$ cat src/rtl/ghost_pkg.sv
// ghost_pkg
//   Shared definitions for the ghost movement block:
//     RIGHT/UP/DOWN/LEFT  one-hot direction codes (bit 0 = RIGHT .. bit 3 = LEFT)
//     ghost_state_t       movement FSM encoding (exposed on ghost_mover.state_dbg)
//     dir_reverse()       opposite direction of a one-hot code
//     is_onehot4()        true when exactly one of four bits is set
package ghost_pkg;

    localparam logic [3:0] RIGHT    = 4'b0001;
    localparam logic [3:0] UP       = 4'b0010;
    localparam logic [3:0] DOWN     = 4'b0100;
    localparam logic [3:0] LEFT     = 4'b1000;
    localparam logic [3:0] DIR_NONE = 4'b0000;

    typedef enum logic [1:0] {
        ST_IDLE   = 2'd0,
        ST_SETTLE = 2'd1,
        ST_DECIDE = 2'd2,
        ST_MOVE   = 2'd3
    } ghost_state_t;

    // The encoding places opposite directions at mirrored bit positions
    // (RIGHT<->LEFT, UP<->DOWN), so reversing is a bit-order swap.
    function automatic logic [3:0] dir_reverse(input logic [3:0] d);
        return {d[0], d[1], d[2], d[3]};
    endfunction

    function automatic logic is_onehot4(input logic [3:0] d);
        return (d != 4'b0000) && ((d & (d - 4'd1)) == 4'b0000);
    endfunction

endpackage

$ cat src/rtl/ghost_dir_arbiter.sv
// ghost_dir_arbiter
//   Combinational choice of the direction for the next tile.
//   Ports:
//     move_dir       in  4  requested direction from steering (one-hot)
//     valid_moves    in  4  open directions at the current tile
//     prev_direction in  4  direction of the tile just completed
//     sel            out 4  chosen direction (0000 when nothing is open)
//     sel_ok         out 1  a direction was chosen
//   Priority: requested (if legal and not a reversal), then keep going,
//   then turn back (dead end).
module ghost_dir_arbiter
    import ghost_pkg::*;
(
    input  logic [3:0] move_dir,
    input  logic [3:0] valid_moves,
    input  logic [3:0] prev_direction,
    output logic [3:0] sel,
    output logic       sel_ok
);

    logic [3:0] rev_dir;
    logic       req_ok;
    logic       keep_ok;
    logic       back_ok;

    always_comb begin
        rev_dir = dir_reverse(prev_direction);
        req_ok  = is_onehot4(move_dir)
                  && ((move_dir & valid_moves) != 4'b0000)
                  && (move_dir != rev_dir);
        keep_ok = (prev_direction & valid_moves) != 4'b0000;
        back_ok = (rev_dir & valid_moves) != 4'b0000;

        sel = DIR_NONE;
        if (req_ok) begin
            sel = move_dir;
        end else if (keep_ok) begin
            sel = prev_direction;
        end else if (back_ok) begin
            sel = rev_dir;
        end
        sel_ok = req_ok || keep_ok || back_ok;
    end

endmodule

$ cat src/rtl/ghost_mover.sv
// ghost_mover
//   Owns the ghost position and walks it tile by tile in the direction
//   chosen at each tile boundary.
//   Ports:
//     clk, rst_n      clock, asynchronous active-low reset
//     enable          low freezes every register (state kept, ticks ignored)
//     respawn         1-cycle pulse, back to start position and IDLE
//     step_tick       1-cycle movement strobe, only honoured in MOVE
//     move_dir        requested one-hot direction
//     valid_moves     open directions at the current position
//     ghost_pos_x/y   current position
//     prev_direction  last committed direction
//     dir_req         high on the cycle move_dir/valid_moves are sampled
//     moving          high while in MOVE
//     state_dbg       current FSM state
//   Build option: define GHOST_TUNNEL_EN to wrap x from one edge to the
//   other instead of saturating.
//   Direction handshake: dir_req is a one-cycle strobe with no ready/ack;
//   the steering logic must present move_dir and valid_moves on that same
//   cycle. SETTLE cycles after tile arrival give a clocked valid-move
//   lookup time to update before the sample.
//   SETTLE must be >= 1; TILE must be a multiple of STEP_PX.
module ghost_mover
    import ghost_pkg::*;
#(
    parameter logic [10:0] START_X = 11'd320,
    parameter logic [9:0]  START_Y = 10'd240,
    parameter int          TILE    = 16,
    parameter int          STEP_PX = 1,
    parameter int          SETTLE  = 2,
    parameter logic [10:0] X_MIN   = 11'd0,
    parameter logic [10:0] X_MAX   = 11'd639
) (
    input  logic         clk,
    input  logic         rst_n,
    input  logic         enable,
    input  logic         respawn,
    input  logic         step_tick,
    input  logic [3:0]   move_dir,
    input  logic [3:0]   valid_moves,
    output logic [10:0]  ghost_pos_x,
    output logic [9:0]   ghost_pos_y,
    output logic [3:0]   prev_direction,
    output logic         dir_req,
    output logic         moving,
    output ghost_state_t state_dbg
);

    localparam int STEPS_PER_TILE = TILE / STEP_PX;
    localparam int CNT_W          = $clog2(STEPS_PER_TILE + 1);
    localparam int SET_W          = (SETTLE > 1) ? $clog2(SETTLE) : 1;

    localparam logic signed [11:0] STEP12  = 12'(STEP_PX);
    localparam logic signed [11:0] XMIN12  = $signed({1'b0, X_MIN});
    localparam logic signed [11:0] XMAX12  = $signed({1'b0, X_MAX});
    localparam logic signed [11:0] YMAX12  = 12'sd479;

    ghost_state_t     state, state_nx;
    logic [CNT_W-1:0] step_cnt;
    logic [SET_W-1:0] settle_cnt;
    logic             settle_done;

    logic [3:0]          sel;
    logic                sel_ok;
    logic signed [11:0]  x_wide, y_wide;
    logic [10:0]         x_next;
    logic [9:0]          y_next;
    logic                x_clip;
    logic                tile_done;

    ghost_dir_arbiter u_arb (
        .move_dir       (move_dir),
        .valid_moves    (valid_moves),
        .prev_direction (prev_direction),
        .sel            (sel),
        .sel_ok         (sel_ok)
    );

    // Candidate position for the next step, computed one bit wider than
    // the registers so moves past either edge are visible before truncation.
    always_comb begin
        x_wide = $signed({1'b0, ghost_pos_x});
        y_wide = $signed({2'b00, ghost_pos_y});
        if (prev_direction == RIGHT) x_wide = x_wide + STEP12;
        if (prev_direction == LEFT)  x_wide = x_wide - STEP12;
        if (prev_direction == DOWN)  y_wide = y_wide + STEP12;
        if (prev_direction == UP)    y_wide = y_wide - STEP12;

        x_clip = 1'b0;
        if (x_wide < XMIN12) begin
`ifdef GHOST_TUNNEL_EN
            x_next = X_MAX;
`else
            x_next = X_MIN;
            x_clip = 1'b1;
`endif
        end else if (x_wide > XMAX12) begin
`ifdef GHOST_TUNNEL_EN
            x_next = X_MIN;
`else
            x_next = X_MAX;
            x_clip = 1'b1;
`endif
        end else begin
            x_next = x_wide[10:0];
        end

        if (y_wide < 12'sd0) begin
            y_next = 10'd0;
        end else if (y_wide > YMAX12) begin
            y_next = 10'd479;
        end else begin
            y_next = y_wide[9:0];
        end

        // A saturated x step cannot make progress, so the tile ends there.
        tile_done   = (step_cnt == CNT_W'(STEPS_PER_TILE - 1)) || x_clip;
        settle_done = (settle_cnt == SET_W'(SETTLE - 1));
    end

    // State register
    always_ff @(posedge clk or negedge rst_n) begin
        if (!rst_n) begin
            state <= ST_IDLE;
        end else begin
            state <= state_nx;
        end
    end

    // Next-state logic
    always_comb begin
        state_nx = state;
        if (respawn) begin
            state_nx = ST_IDLE;
        end else if (enable) begin
            case (state)
                ST_IDLE:   state_nx = ST_SETTLE;
                ST_SETTLE: if (settle_done) state_nx = ST_DECIDE;
                ST_DECIDE: state_nx = sel_ok ? ST_MOVE : ST_SETTLE;
                ST_MOVE:   if (step_tick && tile_done) state_nx = ST_SETTLE;
                default:   state_nx = ST_IDLE;
            endcase
        end
    end

    // Outputs
    always_comb begin
        dir_req   = (state == ST_DECIDE) && enable && !respawn;
        moving    = (state == ST_MOVE);
        state_dbg = state;
    end

    // Position, direction and counters
    always_ff @(posedge clk or negedge rst_n) begin
        if (!rst_n) begin
            ghost_pos_x    <= START_X;
            ghost_pos_y    <= START_Y;
            prev_direction <= UP;
            step_cnt       <= '0;
            settle_cnt     <= '0;
        end else if (respawn) begin
            ghost_pos_x    <= START_X;
            ghost_pos_y    <= START_Y;
            prev_direction <= UP;
            step_cnt       <= '0;
            settle_cnt     <= '0;
        end else if (enable) begin
            case (state)
                ST_IDLE: begin
                    settle_cnt <= '0;
                end
                ST_SETTLE: begin
                    settle_cnt <= settle_done ? '0 : settle_cnt + 1'b1;
                end
                ST_DECIDE: begin
                    settle_cnt <= '0;
                    if (sel_ok) begin
                        prev_direction <= sel;
                        step_cnt       <= '0;
                    end
                end
                ST_MOVE: begin
                    if (step_tick) begin
                        ghost_pos_x <= x_next;
                        ghost_pos_y <= y_next;
                        step_cnt    <= step_cnt + 1'b1;
                    end
                end
                default: begin
                    settle_cnt <= '0;
                end
            endcase
        end
    end

endmodule

$ cat config.mk
export PLATFORM = sky130hd
export DESIGN_NAME = ghost_mover
export DESIGN_NICKNAME = d
export VERILOG_FILES = /design/src/rtl/ghost_pkg.sv /design/src/rtl/ghost_dir_arbiter.sv /design/src/rtl/ghost_mover.sv
export SDC_FILE = /design/constraint.sdc
export NUM_CORES = 1
export LEC_CHECK = 0
export CELL_PAD_IN_SITES_DETAIL_PLACEMENT = 1
export CELL_PAD_IN_SITES_GLOBAL_PLACEMENT = 1
export CORE_UTILIZATION = 46
export DETAILED_ROUTE_END_ITERATION = 8
export PLACE_DENSITY = 0.84
export SLEW_MARGIN = 20
export SYNTH_ARGS = -nofsm -noshare
export SYNTH_HDL_FRONTEND = slang
export SYNTH_HIERARCHICAL = 1
export SYNTH_SLANG_ARGS = --single-unit
$ cat constraint.sdc
create_clock -name clk -period 9.3 [get_ports clk]
set_input_delay 2.79 -clock clk [delete_from_list [all_inputs] [get_ports clk]]
set_output_delay 2.79 -clock clk [all_outputs]
set_load 0.02 [all_outputs]
[Word-level counts from Yosys, hierarchy flattened]
Index checks and enable logic that the tools add are counted.
W data, S select, Z words.
Operators by class
  equality and inequality tests: 14
  magnitude comparators: 4
  add/sub/neg operators: 7
  muxes and demuxes: 40
  reduce and logical (&&, ||, !) cells: 29
  bitwise operators: 4
Operators with widths (count)
  $mux W11: 7
  $mux W10: 6
  $mux W12: 3
  $mux W4: 7
  $lt A12 B1 Y1 const B: 2
  $sub A12 B2 Y12 const B: 2
  $mux W5: 4
  $and A4 B4 Y4: 4
  $reduce_bool A4 Y1: 4
  $add A11 B1 Y12 const B: 1
  $gt A12 B10 Y1 const B: 1
  $gt A12 B11 Y1 const B: 1
  $add A10 B1 Y11 const B: 1
  $mux W2: 5
  $pmux W5 S2: 1
  $reduce_bool A2 Y1: 5
  $ne A3 B3 Y1 const B: 3
  $pmux W2 S4: 1
  $reduce_and A4 Y1: 2
  $logic_and A1 B1 Y1: 6
  $ne A3 B2 Y1 const B: 2
  $reduce_and A3 Y1: 2
  $reduce_bool A3 Y1: 2
  $add A5 B1 Y5 const B: 1
  other kinds (18): 25
Word-level totals
  word-level logic and storage cells: 104
  input port bits: 13
  register bits: 33

[Longest topological paths before layout]
  word-level depth: 13
  mapped depth: 11

[Hierarchy]
Netlist, hierarchy kept.
By module, submodules not included
  ghost_mover: area an instance 3041.7 sq um, cells each 369, seq. area each 834.6 sq um, times used 1
  ghost_dir_arbiter: area an instance 231.5 sq um, cells each 28, seq. area each 0.0 sq um, times used 1

[Worst setup path before layout]
Ideal clock, no wire load.
  path kind: in2out
  start: in respawn
  end: out dir_req
  buffers on the path: 1
  arrival time: 3.269 ns
  stages on the path: 2
  slack: 3.241 ns
  cells stage by stage: clkbuf_1 nor2_1
Between the ends
  word-level cells in the longest chain between the ends: 2
Ends and longest elaborated chain
  from (decl): RTL line ghost_mover.sv:37  | input logic respawn,
  $logic_not A1 Y1: RTL line ghost_mover.sv:148  | dir_req = (state == ST_DECIDE) && enable && !respawn;
  $logic_and A1 B1 Y1: RTL line ghost_mover.sv:148
  to (decl): RTL line ghost_mover.sv:44  | output logic dir_req,
Every way passes these cells.

[Worst setup path in the final report]
Ends and elaborated chain as after synthesis.

==> metrics <==
Post-Route Setup TNS 0 ns; hold wc startpoint step_cnt[4]$_DFFE_PN0P_; CTS tree done; Core Area 6830 sq um; drt drc 0; Power Density 76.8 nW/um^2; CTS Buf Count 5; via count 3278; clk_skew 0.0106 ns; kind of critical path in2out; pin count of the biggest net entering global routing 34; crit path launch type input pin; Synth Register Bits 33; met2 Use GR 45.3%; Final HPWL DP 7140 um; Placer Congestion 0.894; R2R cell count 10; die extent in y 86.4 um; GR Util met3 3.24%; number of diodes 0; Layout area overhead 17.2%; worst skew pair latency 0.29 ns; Yosys cell types 74; H-tree depth 2; max-slew violation count 0; data required time of the critical path 6.51 ns; RSZ-0062 raised after global routing false; PortBufs 41; syn_nets 421; reg2reg start prev_direction[0]$_DFFE_PN0P_; Initial Utilization 47.9%; pre-CTS WS 2.24 ns; post-route antenna net violation count 0; mean area per synthesized cell 8.24 sq um; total track usage 26.5%; status finished clean; dominant synthesized flop cell dfrtp_1; number of global-route vias before repair 3226; Hold Path End step_cnt[4]$_DFFE_PN0P_; share of layout cells above drive strength 1 9.77%; Worst slew margin 30.8%; DR iter-0 viols 179; layer with the highest usage met2; CTS Root Cell clkbuf_8; final-stage net count 453; setup bufs post-CTS 0; DR vias/cell 6.23; leak pwr 1.49 nW; Worst R2R Setup Slack 5.66 ns; Die ar. 7460 sq um; clk buf depth 2; Post-synth EDFFs 0; Worst-Margin Slew 1.04 ns; DRT Pass-1 Iters 4; worst-path fanout max 15; Max Freq 142 MHz; I/O pin cnt 42; post-cts sizing count 0; HP Class reg2reg; CTS Hold Buffers Added 0; initial antenna violation count 0; final WL 9610 um; Die X 86.4 um; Final setup viols 0; clk slew on worst S/H paths 0.07 ns; CP Capture Type primary output; worst hold path depth 2; min cycle time layout 7.06 ns; Worst Path Arrival 4.27 ns; global-route wire length before repair 15800 um; final hold vios 0; worst vdd ir 0.0789 mV; Yosys warning total 6; cell area after synthesis 3270 sq um; Routed wire per std cell 18.3 um; Max Cap Violations 0; gr ovfl total 0; capturing point of the worst reg2reg path ghost_pos_x[9]$_DFFE_PN0P_; Final Cycle Share 75.9%; Rows 30; # clock sinks 33; Core Util, Final 56.2%; Final WS setup 2.24 ns; cell count after synthesis 397; grt met1 use 36.1%; asr flop ratio synth 100%; Seq/Total Area, Yosys 25.5%
registers in the layout, indices dropped and copies added, names as in the netlist:
signal / cells
ghost_pos_x: 11
ghost_pos_y: 10
prev_direction: 4
settle_cnt: 1
state_dbg: 2
step_cnt: 5
area by class of cell:
| class | count | area, sq um |
|---|---|---|
| multi-input combinational | 328 | 2290 |
| inverter | 17 | 63.8 |
| tap | 96 | 120 |
| timing repair buffer | 44 | 433 |
| fill | 849 | 3000 |
| sequential | 33 | 835 |
| clock buffer | 8 | 90.1 |
worst max path at each step:
stage	endpoint	slack, ns	from	cells past startpoint
after global routing	dir_req	2.14	respawn	3
after floorplan	dir_req	3.24	respawn	2
after detailed placement	dir_req	2.24	respawn	3
final	dir_req	2.24	respawn	3
after global placement	dir_req	2.31	respawn	3
after CTS	dir_req	2.24	respawn	3
Yosys cell counts, types with 4 or more instances:
library cell | number | area, sq um
a31oi_1 | 8 | 50.1
dfrtp_1 | 26 | 651
nor4b_1 | 4 | 35.0
mux2i_1 | 10 | 100
dfstp_2 | 7 | 184
ha_1 | 11 | 138
buf_1 | 5 | 18.8
nand3_1 | 15 | 75.1
nand2b_1 | 8 | 50.1
clkbuf_1 | 12 | 45.0
xor2_1 | 7 | 61.3
a22oi_1 | 6 | 45.0
nand2_1 | 32 | 120
o21ai_0 | 21 | 105
a21o_1 | 6 | 45.0
a21oi_1 | 16 | 80.1
nor2_1 | 29 | 109
o211ai_1 | 11 | 82.6
nor4_1 | 6 | 37.5
o21bai_1 | 5 | 37.5
o31ai_1 | 7 | 52.6
and3_1 | 4 | 25.0
nor3_1 | 17 | 85.1
a22o_1 | 6 | 52.6
nand4_1 | 6 | 37.5
and2_1 | 7 | 43.8
nand3b_1 | 4 | 30.0
inv_1 | 16 | 60.1
o311ai_1 | 4 | 35.0
xnor2_1 | 11 | 96.3
cells in the final DEF, fill, tap and decap left out, types with 7 or more instances in the layout:
cell	instances
a21oi_1	16
a31oi_1	7
and2_1	7
clkdlybuf4s50_1	41
dfrtp_1	26
dfstp_2	7
ha_1	11
inv_1	16
mux2i_1	10
nand2_1	32
nand2b_1	8
nand3_1	15
nor2_1	29
nor3_1	17
o211ai_1	11
o21ai_0	21
o31ai_1	7
xnor2_1	11
xor2_1	7
metrics by stage:
| step | std cells | hold WS (ns) | power (mW) | instance area (sq um) |
|---|---|---|---|---|
| 2_1_floorplan | 397 | 0.449 | 0.166 | 3270 |
| 3_3_place_gp | 518 | 0.460 | 0.182 | 3740 |
| 3_5_place_dp | 518 | 0.483 | 0.183 | 3740 |
| 4_1_cts | 526 | 0.499 | 0.298 | 3830 |
| 5_1_grt | 526 | 0.524 | 0.307 | 3840 |
| 6_report | 526 | 0.497 | 0.295 | 3840 |
power by group:
part           internal, mW  leakage [nW]  switching (mW)
logic                0.0141          1.00          0.0198
clock network        0.0604        0.0455          0.0538
registers             0.145         0.436         0.00178
total                 0.219          1.49          0.0754
critical path, stage by stage:
cell and delay [ns]:
clkdlybuf4s50_1 0.64, nor2_1 0.21, clkdlybuf4s50_1 0.63
per-layer routing:
| layer | routed length, um | vias up |
|---|---|---|
| li1 | - | 1556 |
| met1 | 4530 | 1634 |
| met2 | 4590 | 78 |
| met3 | 391 | 10 |
| met4 | 84 | 0 |
| met5 | 0 | - |
cell families after synthesis:
family / share of synthesized area (%)
XOR/XNOR: 6.31
adder cells (fa/ha/maj): 4.20
flip-flops: 25.5
buffers and inverters: 4.59
AO/OA/AOI/OAI: 26.0
AND/OR/NAND/NOR: 28.2
multiplexers: 5.24
Note: power is estimated with default switching activity, not from simulation.
